<file path="src/rtl/exc_commit_ctrl.sv">
// Exception/interrupt commit controller at the MEM->WB boundary.
// Picks the highest-priority exception (or ERET) of the committing instruction,
// raises a one-cycle event toward CP0 together with a pipeline flush, and then
// holds a PC redirect toward fetch until fetch accepts it.
module exc_commit_ctrl #(
    parameter logic [31:0] VEC_BEV1 = 32'hBFC00380,
    parameter logic [31:0] VEC_BEV0 = 32'h80000180
) (
    input  logic        clk,
    input  logic        resetn,
    input  logic        m_valid,
    input  logic [31:0] m_pc,
    input  logic        m_bd,
    input  logic        m_if_adel,
    input  logic        m_ri,
    input  logic        m_ov,
    input  logic        m_sys,
    input  logic        m_bp,
    input  logic        m_eret,
    input  logic        m_d_adel,
    input  logic        m_d_ades,
    input  logic [31:0] m_daddr,
    input  logic        cp0_int_resp,
    input  logic [31:0] cp0_status,
    input  logic [31:0] cp0_epc,
    output logic        exc_valid,
    output logic [4:0]  exc_excode,
    output logic        exc_bd,
    output logic [31:0] exc_epc,
    output logic [31:0] exc_badvaddr,
    output logic        exc_eret,
    output logic        flush,
    output logic        m_stall,
    output logic        redir_valid,
    output logic [31:0] redir_pc,
    input  logic        redir_ready
);

    localparam logic [0:0] IDLE  = 1'b0;
    localparam logic [0:0] REDIR = 1'b1;

    logic [0:0]  state_q;
    logic [0:0]  state_d;
    logic [31:0] redirPc_q;
    logic [31:0] redirPc_d;

    logic        anyExc;
    logic        fire;
    logic        isEret;
    logic [4:0]  selCode;
    logic [31:0] selBad;
    logic [31:0] epcCalc;
    logic [31:0] excVector;

    // Only the BEV bit of Status matters here; the rest is deliberately dropped.
    logic unusedStatus;
    assign unusedStatus = ^{cp0_status[31:23], cp0_status[21:0]};

    // Priority decode of the committing instruction and the CP0 event bus.
    always_comb begin
        anyExc    = cp0_int_resp | m_if_adel | m_ri | m_ov | m_sys | m_bp
                  | m_d_adel | m_d_ades;
        fire      = (state_q == IDLE) & m_valid & (anyExc | m_eret);
        isEret    = 1'b0;
        selCode   = 5'h00;
        selBad    = 32'h0;
        epcCalc   = m_bd ? (m_pc - 32'd4) : m_pc;
        excVector = cp0_status[22] ? VEC_BEV1 : VEC_BEV0;

        if (cp0_int_resp) begin
            selCode = 5'h00;
        end else if (m_if_adel) begin
            selCode = 5'h04;
            selBad  = m_pc;
        end else if (m_ri) begin
            selCode = 5'h0A;
        end else if (m_ov) begin
            selCode = 5'h0C;
        end else if (m_sys) begin
            selCode = 5'h08;
        end else if (m_bp) begin
            selCode = 5'h09;
        end else if (m_d_adel) begin
            selCode = 5'h04;
            selBad  = m_daddr;
        end else if (m_d_ades) begin
            selCode = 5'h05;
            selBad  = m_daddr;
        end else begin
            isEret  = m_eret;
        end

        exc_valid    = fire;
        flush        = fire;
        exc_eret     = fire & isEret;
        exc_excode   = (fire & ~isEret) ? selCode : 5'h00;
        exc_bd       = fire & ~isEret & m_bd;
        exc_epc      = fire ? epcCalc : 32'h0;
        exc_badvaddr = (fire & ~isEret) ? selBad : 32'h0;

        m_stall      = (state_q == REDIR);
        redir_valid  = (state_q == REDIR);
        redir_pc     = (state_q == REDIR) ? redirPc_q : 32'h0;
    end

    // Next-state and redirect-target capture; target uses pre-update CP0 values.
    always_comb begin
        state_d   = state_q;
        redirPc_d = redirPc_q;
        case (state_q)
            IDLE: begin
                if (fire) begin
                    state_d   = REDIR;
                    redirPc_d = isEret ? cp0_epc : excVector;
                end
            end
            REDIR: begin
                if (redir_ready) begin
                    state_d = IDLE;
                end
            end
            default: begin
                state_d = IDLE;
            end
        endcase
    end

    // State and redirect-target registers with synchronous active-low reset.
    always_ff @(posedge clk) begin
        if (!resetn) begin
            state_q   <= IDLE;
            redirPc_q <= 32'h0;
        end else begin
            state_q   <= state_d;
            redirPc_q <= redirPc_d;
        end
    end

endmodule

</file>
<file path="config.mk">
export PLATFORM = sky130hd
export DESIGN_NAME = exc_commit_ctrl
export DESIGN_NICKNAME = d
export VERILOG_FILES = /design/src/rtl/exc_commit_ctrl.sv
export SDC_FILE = /design/constraint.sdc
export NUM_CORES = 1
export LEC_CHECK = 0
export BUFFER_PORTS_ARGS = -buffer_cell sky130_fd_sc_hd__buf_4
export CORE_AREA = 2 2 95 97
export CTS_BUF_LIST = sky130_fd_sc_hd__clkbuf_4 sky130_fd_sc_hd__clkbuf_8 sky130_fd_sc_hd__clkbuf_16
export DETAILED_ROUTE_END_ITERATION = 6
export DIE_AREA = 0 0 97 99
export PLACE_DENSITY = 0.71
export REMOVE_ABC_BUFFERS = 1
export SLEW_MARGIN = 30
export SYNTH_ARGS = -nofsm -noshare
export SYNTH_HDL_FRONTEND = slang
export SYNTH_SLANG_ARGS = --single-unit
</file>
<file path="constraint.sdc">
create_clock -name clk -period 1.8 [get_ports clk]
set_clock_uncertainty 0.1 [all_clocks]
set_input_delay 0 -clock clk [delete_from_list [all_inputs] [get_ports clk]]
set_output_delay 0 -clock clk [all_outputs]
set_load 0.02 [all_outputs]
</file>
* Word-level counts from Yosys, hierarchy flattened
Index checks and enable logic that the tools add are counted.
** Word-level totals
- Flip-flop bits (word level) :: 33
- Output and inout port bits :: 107
- Word-level logic and storage cells :: 53
- Input port bits :: 142
** Operators by class
- Add/sub/neg operators :: 1
- Muxes and demuxes :: 34
- Reduce and logical (&&, ||, !) cells :: 1
- Bitwise logic cells :: 15
** Operator list (count)
- 32-bit two-way mux :: 13
- 32-bit by 3-bit subtractor with 32-bit output, second input constant :: 1
- 30-bit two-way mux :: 1
- 4-bit two-way mux :: 5
- 1-bit two-way mux :: 10
- 5-bit two-way mux :: 2
- 1-bit bitwise OR :: 8
- 3-bit two-way mux :: 2
- 1-bit AND :: 5
- 1-bit NOT :: 2
- 1-bit case mux with 2 select lines :: 1
- 2-bit AND reduction :: 1

* Longest topological paths before layout
- Depth in word-level cells :: 11
- Depth in mapped cells :: 7
- Gate-level depth less buffers :: 6

* Worst setup path after synthesis
No wires, ideal clock.
- Path kind :: input to output
- Start :: input port m_pc[15]
- End :: output port exc_epc[22]
- Data arrival time :: 1.681 ns
- Buffers on the path :: 1
- Required time :: 1.700 ns
- Stages :: 5
- Path slack :: 0.019 ns
- Cells stage by stage :: buf_2 or4_1 or3_1 or4_1 a21oi_1
** Between the ends
- Longest elaborated chain between the ends :: 3
** RTL lines
- from (decl) :: line 12 : input logic [31:0] m_pc,
- 32-bit by 3-bit subtractor with 32-bit output :: line 67 : epcCalc = m_bd ? (m_pc - 32'd4) : m_pc;
- 32-bit two-way mux :: line 67
- 32-bit two-way mux :: line 98 : exc_epc = fire ? epcCalc : 32'h0;
- to (decl) :: line 29 : output logic [31:0] exc_epc,
Every way passes these cells.

* Worst setup path in the final report
- Start :: input port m_pc[18]
- End :: output port exc_epc[22]
Same word-level chain as after synthesis.

==> flow_summary_export.csv <==
group,metric,value,unit
worst_setup_path,worstSetupEndpointType,"primary output",
logic_synthesis,synth.area.top_cells,"dfxtp_1 (25%), a22oi_1 (9.0%), and2_1 (8.2%), nor2_1 (7.4%), a22o_1 (6.5%)",
sta,fmax,551,MHz
cts,cts_tree,"done",
sta,setup_viol,2,
logic_synthesis,avgSynthCellArea,7.33,um^2
global_routing,grt_max_degree,36,
global_routing,grt_use_total,23.0,%
floorplan,die_h,99,um
layout,final-seq-area,664,um^2
layout,multi_input_area,2020,um^2
floorplan,io_pins,249,
routing,vias_per_cell,5.30,
placed_design,dp_hpwl,8.54,mm
logic_synthesis,yosysTopAreaCell,"dfxtp_1",
logic_synthesis,synth_ff_type,"dfxtp_1",
sta,timing.final.crit_share,101,%
floorplan,die_area,9600,um^2
global_routing,grt_pass1_vias,3741,
layout,n_antenna_cell,0,
global_routing,grt_pass1_wl,18.5,mm
routing,ant_nets,0,
routing,wirelength,12.6,mm
cts,cts_buffer_depth,2,
cts,cts.reportedPaths.clkPinSlew,70,ps
sta,fin_crit,1810,ps
logic_synthesis,synth.distinct_cells,46,
logic_synthesis,yosysMostFrequentCell,"nor2_1",
global_routing,grtUsageMet3,4.96,%
worst_setup_path,cp_max_fo,4,
placed_design,gp_congestion,0.863,
min_path,hp-class,"primary input to flop",
placed_design,placed_cell_area,4610,um^2
cts,root_buffer,"clkbuf_8",
pwr,p_per_area,421,nW/um^2
pwr,ir_drop,0.231,mV
sta,fin_ws,-14.5,ps
layout,final_area,5480,um^2
status,violations,"setup timing",
status,status,"complete, but fails checks",
routing,drc,0,
logic_synthesis,yosysWarningCount,0,
routing,first_pass_iters,4,
routing,first_iter_violations,117,
worst_setup_path,cp.required,1700,ps
flow_run,maxCapViolations,0,
floorplan,die_w,97,um
logic_synthesis,synthTopCellsByCount,"nor2_1 (53), and2_1 (35), dfxtp_1 (33), a22oi_1 (32), a21oi_1 (21)",
worst_setup_path,cp.arrival,1710,ps
pwr,p_leak,2.43,nW
global_routing,grt_use_met1,24.7,%
logic_synthesis,synth_edf_count,0,
layout,nets,780,
floorplan,fp-row-count,34,
sta,drv_slew,0,
cts,h-tree-depth,2,
global_routing,gr-max-usage-layer,"met2",
routing,vias,3954,
routing,routedWlPerCell,16.8,um
placed_design,portBuffers,216,
sta,finalHoldViolations,0,
sta,setup-tns-final,-15.1,ps
logic_synthesis,yosys.area.top_type_share,24.7,%
logic_synthesis,syn-instance-count,365,
global_routing,grt_antenna_before_repair,0,
floorplan,start_util,31.3,%
layout,layout-drive-gt1-share,50.9,%
logic_synthesis,synth-seq-cells,33,
cts,cts.sink_count,33,
cts,cts_buffers,5,
floorplan,placeableCoreArea,8550,um^2
worst_setup_path,critPathLaunchType,"primary input",
global_routing,grt_remaining_overflow,0,
logic_synthesis,syn-cell-area,2680,um^2
worst_setup_path,critical_path_class,"primary input to primary output",
logic_synthesis,synth_seq_area_share,24.7,%
layout,area_growth,105,%
global_routing,grtUsageMet2,45.0,%
sta,rsz0062_at_grt,"true",
cts,clock_latency,280,ps
logic_synthesis,async_flop_share,0,%
layout,nFillCells,728,
[registers in the layout, indices dropped and copies added, names as in the netlist]
name,flops
redirPc_q,32
m_stall,1
[cells in the final DEF (no fill, tap or decap), types with 6 or more instances in the layout]
cell type      Yosys  routed
or4_1             10       6
clkbuf_8           0       7
nor2_2             0      21
dlygate4sd3_1      0      36
buf_6              0      11
o31ai_1            7       7
buf_4              3     243
and2_1            35      35
nand4_1           15      15
a31oi_1            9       9
a21oi_1           21      15
or3_1             14      11
buf_12             0       7
a22o_1            20      20
dfxtp_1           33      32
nand2_1           15      14
nor2_1            53      32
a22oi_1           32      32
o21ai_0            9       9
xor2_1             7       7
[final cells by class]
class                   instances  area share [%]
flip-flops and latches         33            12.1
multi-input cells             290            37.0
repair buffers                300            46.1
clock inverters                 1          0.0914
inverters                       7           0.480
clock buffers                   7            1.76
well taps                     108            2.47
[per-layer routing]
layer  vias to the layer above  share of wire [%]
met5                         -                  0
met1                      1842                 37
met2                       201                 52
met3                        25                8.5
li1                       1886                  -
met4                         0                2.6
[critical path, cell delays in order]
cell	delay (ps)
buf_6	90
or4_4	550
or3_4	360
or4_4	430
a21oi_2	130
buf_4	150
[report_power, final]
part | leakage [nW] | internal [mW] | switching (mW)
clock network | 0.0542 | 0.345 | 0.256
logic | 2.11 | 0.478 | 0.462
registers | 0.269 | 0.750 | 0.0118
total | 2.43 | 1.57 | 0.730
[repair_timing]
| item | 4_1_cts | 5_1_grt |
|---|---|---|
| resized for setup | 16 | 43 |
| setup endpoints to repair | 43 | 38 |
| hold buffers | 36 | 0 |
| endpoints found under the hold margin | 33 | 0 |
| cloned | 0 | 5 |
| pin swaps | 7 | 12 |
| buffers inserted | 5 | 4 |
[stage by stage]
stage	hold slack (ps)	std cells	util [%]	power [mW]	worst slack, ps
floorplan	32.9	330	-	1.08	-825
global placement	122	688	53.9	1.56	-131
detailed placement	120	688	53.9	1.57	-85.8
CTS	100	737	60.5	2.26	0.00389
global route	108	746	64.0	2.41	-138
finish	106	746	64.0	2.30	-14.5
[logic make-up (layout without fill, tap and decap cells)]
kind of cell,after synthesis,after routing,share of synthesized area [%]
buf+inv,42,315,7.11
flops,33,33,24.7
other cells,1,1,0.140
simple gates,171,171,35.6
xor+xnor,11,11,3.60
compound gates,106,106,28.4
fa+ha+maj,1,1,0.467
[final timing paths]
path	startpoint	cells after the start	slack (ps)	endpoint
setup reg to reg	m_stall	5	90	redirPc_q[27]
setup / recovery	m_pc[18]	6	-10	exc_epc[22]
hold / removal	cp0_status[22]	4	110	redirPc_q[29]
hold reg to reg	redirPc_q[13]	1	370	redirPc_q[13]
No activity file was read; power rests on OpenSTA's default activity.
